### config.mk
export PLATFORM = sky130hd
export DESIGN_NAME = uart_rx_sampler_flat
export DESIGN_NICKNAME = d
export VERILOG_FILES = /design/src/rtl/uart_rx_sampler_if.sv /design/src/rtl/uart_rx_sampler.sv /design/src/flat_wrapper.sv
export SDC_FILE = /design/constraint.sdc
export NUM_CORES = 1
export LEC_CHECK = 0
export ABC_AREA = 1
export CAP_MARGIN = 20
export CORE_MARGIN = 2
export CORE_UTILIZATION = 52
export DETAILED_ROUTE_END_ITERATION = 12
export GPL_TIMING_DRIVEN = 0
export PLACE_DENSITY = 0.78
export SETUP_SLACK_MARGIN = 0.2
export SYNTH_ARGS = -nofsm -noshare
export SYNTH_HDL_FRONTEND = slang
export SYNTH_SLANG_ARGS = --single-unit
export TNS_END_PERCENT = 10
### constraint.sdc
create_clock -name clk_in -period 1.4 [get_ports clk_in]
set_input_delay 0.28 -clock clk_in [delete_from_list [all_inputs] [get_ports clk_in]]
set_output_delay 0.28 -clock clk_in [all_outputs]
set_load 0.05 [all_outputs]
### src/rtl/uart_rx_sampler_if.sv
// Receive-side byte interface of the UART: a byte with a one-cycle valid
// strobe, a framing-error strobe and a busy flag.
interface uart_rx_sampler_if;
    logic [7:0] rx_data;
    logic       rx_valid;
    logic       rx_frame_err;
    logic       rx_busy;

    modport master (
        output rx_data,
        output rx_valid,
        output rx_frame_err,
        output rx_busy
    );

    modport slave (
        input rx_data,
        input rx_valid,
        input rx_frame_err,
        input rx_busy
    );
endinterface

### src/rtl/uart_rx_sampler.sv
// 8N1 UART receiver: two-flop line synchroniser, mid-bit sampling driven by an
// internal bit-period counter, one-cycle valid / framing-error strobes.
module uart_rx_sampler #(
    parameter int CLKS_PER_BIT = 868
) (
    input  logic               clk_in,
    input  logic               rst,
    input  logic               rx_in,
    uart_rx_sampler_if.master  rx_if
);

    localparam int HALF_BIT = CLKS_PER_BIT / 2;
    localparam int CNT_W    = $clog2(CLKS_PER_BIT);

    localparam logic [CNT_W-1:0] CNT_HALF_LAST = CNT_W'(HALF_BIT - 1);
    localparam logic [CNT_W-1:0] CNT_BIT_LAST  = CNT_W'(CLKS_PER_BIT - 1);

    localparam logic [2:0] ST_IDLE      = 3'd0;
    localparam logic [2:0] ST_START     = 3'd1;
    localparam logic [2:0] ST_DATA      = 3'd2;
    localparam logic [2:0] ST_STOP      = 3'd3;
    localparam logic [2:0] ST_WAIT_HIGH = 3'd4;

    logic             sync1_q, sync1_d;
    logic             rxs_q, rxs_d;
    logic [2:0]       state_q, state_d;
    logic [CNT_W-1:0] cnt_q, cnt_d;
    logic [2:0]       idx_q, idx_d;
    logic [7:0]       shift_q, shift_d;
    logic [7:0]       data_q, data_d;
    logic             valid_q, valid_d;
    logic             frame_err_q, frame_err_d;

    always_comb begin
        sync1_d     = rx_in;
        rxs_d       = sync1_q;
        state_d     = state_q;
        cnt_d       = cnt_q;
        idx_d       = idx_q;
        shift_d     = shift_q;
        data_d      = data_q;
        valid_d     = 1'b0;
        frame_err_d = 1'b0;

        case (state_q)
            ST_IDLE: begin
                if (!rxs_q) begin
                    state_d = ST_START;
                    cnt_d   = '0;
                end
            end

            // A start bit that is high again at mid-bit is treated as a glitch.
            ST_START: begin
                if (cnt_q == CNT_HALF_LAST) begin
                    cnt_d = '0;
                    if (!rxs_q) begin
                        state_d = ST_DATA;
                        idx_d   = 3'd0;
                    end else begin
                        state_d = ST_IDLE;
                    end
                end else begin
                    cnt_d = cnt_q + 1'b1;
                end
            end

            ST_DATA: begin
                if (cnt_q == CNT_BIT_LAST) begin
                    cnt_d          = '0;
                    shift_d[idx_q] = rxs_q;
                    if (idx_q == 3'd7) begin
                        state_d = ST_STOP;
                    end else begin
                        idx_d = idx_q + 3'd1;
                    end
                end else begin
                    cnt_d = cnt_q + 1'b1;
                end
            end

            // Leaving at mid-stop lets a start bit right after the stop bit be caught.
            ST_STOP: begin
                if (cnt_q == CNT_BIT_LAST) begin
                    cnt_d = '0;
                    if (rxs_q) begin
                        data_d  = shift_q;
                        valid_d = 1'b1;
                        state_d = ST_IDLE;
                    end else begin
                        frame_err_d = 1'b1;
                        state_d     = ST_WAIT_HIGH;
                    end
                end else begin
                    cnt_d = cnt_q + 1'b1;
                end
            end

            // A break or stuck-low line must not decode as a stream of 0x00 bytes.
            ST_WAIT_HIGH: begin
                if (rxs_q) begin
                    state_d = ST_IDLE;
                end
            end

            default: begin
                state_d = ST_IDLE;
                cnt_d   = '0;
            end
        endcase
    end

    always_ff @(posedge clk_in) begin
        if (rst) begin
            sync1_q     <= 1'b1;
            rxs_q       <= 1'b1;
            state_q     <= ST_IDLE;
            cnt_q       <= '0;
            idx_q       <= 3'd0;
            shift_q     <= 8'h00;
            data_q      <= 8'h00;
            valid_q     <= 1'b0;
            frame_err_q <= 1'b0;
        end else begin
            sync1_q     <= sync1_d;
            rxs_q       <= rxs_d;
            state_q     <= state_d;
            cnt_q       <= cnt_d;
            idx_q       <= idx_d;
            shift_q     <= shift_d;
            data_q      <= data_d;
            valid_q     <= valid_d;
            frame_err_q <= frame_err_d;
        end
    end

    assign rx_if.rx_data      = data_q;
    assign rx_if.rx_valid     = valid_q;
    assign rx_if.rx_frame_err = frame_err_q;
    assign rx_if.rx_busy      = (state_q != ST_IDLE);

endmodule

### src/flat_wrapper.sv
// flat-port wrapper written by rule: the top's interface ports become plain ports
module uart_rx_sampler_flat 
#(
    parameter int CLKS_PER_BIT = 868
)
  (clk_in, rst, rx_in, rx_if_rx_data, rx_if_rx_valid, rx_if_rx_frame_err, rx_if_rx_busy);
  uart_rx_sampler_if rx_if_i ();
  input  logic clk_in;
  input  logic rst;
  input  logic rx_in;
  output wire logic [$bits(rx_if_i.rx_data)-1:0] rx_if_rx_data;
  output wire logic [$bits(rx_if_i.rx_valid)-1:0] rx_if_rx_valid;
  output wire logic [$bits(rx_if_i.rx_frame_err)-1:0] rx_if_rx_frame_err;
  output wire logic [$bits(rx_if_i.rx_busy)-1:0] rx_if_rx_busy;
  assign rx_if_rx_data = rx_if_i.rx_data;
  assign rx_if_rx_valid = rx_if_i.rx_valid;
  assign rx_if_rx_frame_err = rx_if_i.rx_frame_err;
  assign rx_if_rx_busy = rx_if_i.rx_busy;
  uart_rx_sampler #(.CLKS_PER_BIT(CLKS_PER_BIT)) u_core (.clk_in(clk_in), .rst(rst), .rx_in(rx_in), .rx_if(rx_if_i));
endmodule
### After elaboration in Yosys (flattened, before gate mapping)

Index checks and enable logic that the tools add are counted.

| operators by class | value |
|---|---|
| bitwise logic cells | 3 |
| equal/unequal tests | 15 |
| order comparisons | 2 |
| mux-type cells | 23 |
| $add $sub $neg | 2 |
| reductions and logical operators | 11 |

Operators by type and width:

| cell | count |
|---|---|
| 10-bit case mux with 4 select lines | 1 |
| 3-bit 2-to-1 mux | 11 |
| 10-bit 2-to-1 mux | 3 |
| 3-bit case mux with 5 select lines | 1 |
| 10-bit by 1-bit adder with 10-bit output, second input constant | 1 |
| 10-bit == test, second input constant | 1 |
| 10-bit by 9-bit == test with 1-bit output, second input constant | 1 |
| 2-bit by 1-bit != test with 1-bit output, second input constant | 5 |
| 8-bit bitwise mux | 1 |
| 3-bit by 2-bit == test with 1-bit output, second input constant | 2 |
| 3-bit == test, second input constant | 2 |
| 2-bit != test, second input constant | 3 |
| 3-bit case mux with 2 select lines | 1 |
| 6-bit AND reduction | 1 |
| 5-bit AND reduction | 1 |
| 3-bit by 4-bit < comparator with 1-bit output, second input constant | 1 |
| 2-bit AND reduction | 2 |
| 3-bit by 1-bit adder with 3-bit output, second input constant | 1 |
| 1-bit demux with 3-bit select | 1 |
| 3-bit by 1-bit == test with 1-bit output, second input constant | 1 |
| 3-bit by 1-bit greater-or-equal comparator with 1-bit output, second input constant | 1 |
| 3-bit zero test | 1 |
| 1-bit 2-to-1 mux | 3 |
| 1-bit inverter | 3 |
| other kinds (7) | 7 |

| word-level totals | value |
|---|---|
| bits in registers | 36 |

### Logic depth before layout (Yosys ltp)

| logic depth | value |
|---|---|
| depth in word-level cells | 5 |
| gate-level depth with buffers | 12 |
| depth with buffers taken out | 12 |

### Worst setup path after synthesis

Ideal clock, no wire load.

| path | value |
|---|---|
| path kind | register to register |
| start | register u_core.cnt_q[0] |
| end | register u_core.data_q[5], in the netlist u_core.rx_if.rx_data[5] |
| slack | -0.048 ns |
| arrival time | 1.381 ns |
| period minus slack after synthesis | 1.448 ns |
| data required time | 1.334 ns |
| path buffers | 1 |
| stages on the path, launching flop included | 9 |
| cells stage by stage | dfxtp_1 > ha_1 > nand4_1 > nor2_2 > nand2_4 > nor2_4 > buf_6 > o21ai_2 > a21oi_2 |

| on the way | value |
|---|---|
| longest elaborated chain between the ends | 2 |

Ends and longest elaborated chain:

| what | RTL line | source |
|---|---|---|
| from (decl) | uart_rx_sampler.sv:27 | `logic [CNT_W-1:0] cnt_q, cnt_d;` |
| from (signal assigned) | uart_rx_sampler.sv:128 | `cnt_q <= cnt_d;` |
| 10-bit == test | uart_rx_sampler.sv:84 | `if (cnt_q == CNT_BIT_LAST) begin` |
| 3-bit AND reduction (no line) | n/a |  |
| to (signal assigned) | uart_rx_sampler.sv:131 | `data_q <= data_d;` |
| to (decl) | uart_rx_sampler.sv:30 | `logic [7:0] data_q, data_d;` |

Every way passes these cells.
A chain may end at the register's enable or synchronous reset.

### Worst setup path after layout

| path | value |
|---|---|
| start | register u_core.cnt_q[0] |
| end | register u_core.state_q[0] |

| on the way | value |
|---|---|
| longest elaborated chain between the ends | 3 |

Ends and longest elaborated chain:

| what | RTL line | source |
|---|---|---|
| 10-bit == test or 10-bit by 9-bit == test with 1-bit output (tied branches) | uart_rx_sampler.sv:69, uart_rx_sampler.sv:84, uart_rx_sampler.sv:55 |  |
| 2-bit by 1-bit != test with 1-bit output (no line) | n/a |  |
| 6-bit AND reduction (no line) (*) | n/a |  |
| to (signal assigned) | uart_rx_sampler.sv:127 | `state_q <= state_d;` |
| to (decl) | uart_rx_sampler.sv:26 | `logic [2:0] state_q, state_d;` |

Mark *: on every way between the ends. The rest lies on a longest branch, timed or not.

==> flow_summary.yaml <==
outcome:
  status: "finished, violations left"
  failed_checks: "setup timing"
clock_tree:
  clk_latency_ns: 0.35
  clk_pin_slew_ns: 0.11
  cts_root_buffer: "clkbuf_4"
  numCtsBuffers: 5
  cts_tree: "built"
  cts.sinks: 36
  htree_levels: 2
  hold_buffers: 0
  clockBufferDepth: 2
cells_and_area:
  nets: 298
  area_delta_synth_final_pct: 23.73
  num-fill-cells: 318
  multi_input_area_mm2: 0.001022
  fin_area_mm2: 0.002263
  insertedDiodeCount: 0
  drive_gt1_frac: 0.2671
  seqCellArea_um2: 740.7
yosys:
  yosysUniqueCellTypes: 28
  synth_commonest_cells: "nor2_1 (50), nand2_1 (40), dfxtp_1 (36), inv_1 (34), nand3_1 (19)"
  synth_xor_area_frac: 0
  ys_seq_elements: 36
  synth-simple-area-share: 0.3694
  synth-edff-count: 0
  synth_cells: 262
  async_flop_share: 0
  syn_nets: 269
  synth_top_area_share: 0.3940
  synth-main-ff-cell: "dfxtp_1"
  synth_top_area_cell: "dfxtp_1"
  synth_mux_area_frac: 0
  synth_area_leaders: "dfxtp_1 (39%), nor2_1 (10%), nand2_1 (8.2%), inv_1 (7.0%), nand3_1 (5.2%)"
  synth-compound-area-share: 0.1183
  synth.avg_cell_area_um2: 6.982
  synth.most_common_cell: "nor2_1"
  synthAdderAreaFrac: 0.02736
  synth_top_family_by_area: "simple AND/OR/NAND/NOR gates"
  yosysSeqAreaShare: 0.3940
  synthesis.area_mm2: 0.001829
  ys_warn_count: 0
route:
  dr.pass1.iters: 4
  vias: 1714
  detail_route.iter0.violations: 96
  post_drt_via_cell_ratio: 5.071
  drc: 0
  wirelength_um: 4000
  wl_per_cell_um: 11.83
  antenna_left: 0
power:
  comb_power_share: 0.458
  p_leak_nw: 0.9699
  powerDensity_mw_per_mm2: 1550
  seqPwrFrac: 0.371
  swShare: 0.4384
  power.switching_w: 0.001538
  clockPowerShare: 0.172
  power_w: 0.003508
  ir_worst_vdd_v: 0.0008070
  intPower_w: 0.001970
grt:
  grt_max_degree: 12
  track_usage: 0.2285
  grt_pass1_vias: 1635
  grt_remaining_overflow: 0
  grt_pass1_wl_um: 7300
  antenna_found_initial: 0
worst_setup_path:
  r2r_slack_ns: -0.09
  required_ns: 1.68
  end_kind: "register"
  critPathMaxFanout: 5
  arrival_ns: 1.77
  cp-start-kind: "register"
  worstSetupPathType: "reg2reg"
flow_run:
  max-cap-violations: 0
worst_hold_path:
  hp-class: "reg2reg"
sta:
  fmax_ghz: 0.6723
  worst_pin_slew_ns: 0.2957
  slew_violations: 0
  skew_ns: 0.01724
  rsz0062_at_grt: "true"
  relSlewSlack: 0.8022
  setup_tns_ns: -1.014
  setup_viol: 22
  fin_ws_ns: -0.08734
  hold_viol: 0
  min_period_ns: 1.487
  fin_crit_sh: 1.062
placement:
  place_area_mm2: 0.002041
  hpwl_um: 2826
  routabilityCongestion: 0.8589
  port_buffers: 13
die:
  initial_core_util: 0.5439
  die_w_um: 63.31
  die_h_um: 63.31
  rows: 21
  ios: 14
  dieArea_mm2: 0.004008
  fp.coreArea_mm2: 0.003363
-- power by group through the flow --
stage | Sequential (W) | Clock [W] | Combinational (W)
2_1_floorplan | 0.00127 | 0 | 0.00107
3_3_place_gp | 0.00129 | 0 | 0.00131
3_5_place_dp | 0.00130 | 0 | 0.00134
4_1_cts | 0.00130 | 0.000613 | 0.00154
5_1_grt | 0.00132 | 0.000670 | 0.00179
6_report | 0.00130 | 0.000602 | 0.00161
-- worst max-delay path, stage by stage (launching register included) --
cell     delay (ns)
dfxtp_4        0.40
ha_4           0.16
nand2_2        0.06
nor2_2         0.11
nand3_2        0.13
nand2_1        0.10
nand2_1        0.07
inv_2          0.12
nand2_2        0.06
nand2_1        0.05
nand2_1        0.05
nor2_1         0.10
-- kinds of logic (layout without fill, tap and decap cells) --
logic type | Yosys count | after routing
compound gates | 38 | 38
fa+ha+maj | 4 | 4
buf+inv | 42 | 72
simple gates | 142 | 142
flops | 36 | 36
-- per-layer routing --
layer / GRT usage / vias to the layer above / share of wire
met5: 0 / - / 0
met4: 0.08152 / 0 / 0.019
met3: 0.05357 / 7 / 0.049
met2: 0.3697 / 41 / 0.46
met1: 0.2985 / 766 / 0.48
li1: - / 900 / -
-- flip-flops by register name (all words and copies together), names as in the netlist --
register,cells
u_core.rxs_q,1
u_core.idx_q,3
u_core.rx_if.rx_valid,1
u_core.shift_q,8
u_core.rxs_d,1
u_core.rx_if.rx_data,8
u_core.cnt_q,10
u_core.rx_if.rx_frame_err,1
u_core.state_q,3
-- placed cells by master, fill, tap and decap left out, types with 2 or more instances in the layout --
cell type,instances
buf_4,10
nand3_2,3
clkbuf_4,5
nand2_4,5
nor2_1,46
nand4_1,7
o21ai_0,13
nor2_4,5
dfxtp_4,4
o21ai_1,4
or2_2,3
dfxtp_2,4
dfxtp_1,28
clkbuf_2,3
inv_2,4
nor3_2,2
o21ai_2,4
a21oi_1,11
nand2_1,37
inv_1,34
nand3_1,17
a21oi_2,3
clkdlybuf4s50_1,2
ha_1,3
nor3_1,8
buf_6,10
nand2_2,3
nor2_2,4
-- final cells by class --
cell class,count,share of cell area
multi-input cells,184,0.4516
flip-flops and latches,36,0.3273
repair buffers,22,0.09342
inverters,38,0.06302
well taps,46,0.02543
clock buffers,7,0.02432
plain buffers,4,0.01161
clock inverters,1,0.003317
-- worst paths after layout --
path | start | cells after the start | to
worst max-delay path | u_core.cnt_q[0] | 11 | u_core.state_q[0]
worst min-delay path | u_core.rxs_d | 1 | u_core.rxs_q
worst max register to register | u_core.cnt_q[0] | 11 | u_core.state_q[0]
worst min register to register | u_core.rxs_d | 1 | u_core.rxs_q
-- metrics by stage --
stage	utilization	std cells	setup slack [ns]	hold WS, ns
detailed placement	0.6068	321	-0.3755	0.4106
global route	0.6730	338	-0.1964	0.4803
finish	0.6730	338	-0.08734	0.4530
CTS	0.6563	337	-0.03747	0.4531
floorplan	-	262	0.05192	0.3589
global placement	0.6068	321	-0.3922	0.3910
-- repair_timing --
action | 4_1_cts | 5_1_grt
cloned | 1 | 0
hold endpoints to repair | 0 | 0
setup buffers | 7 | 1
pin swaps | 11 | 6
gates resized for setup | 92 | 16
endpoints found under the setup margin | 45 | 43
(Power assumes the default switching activity.)
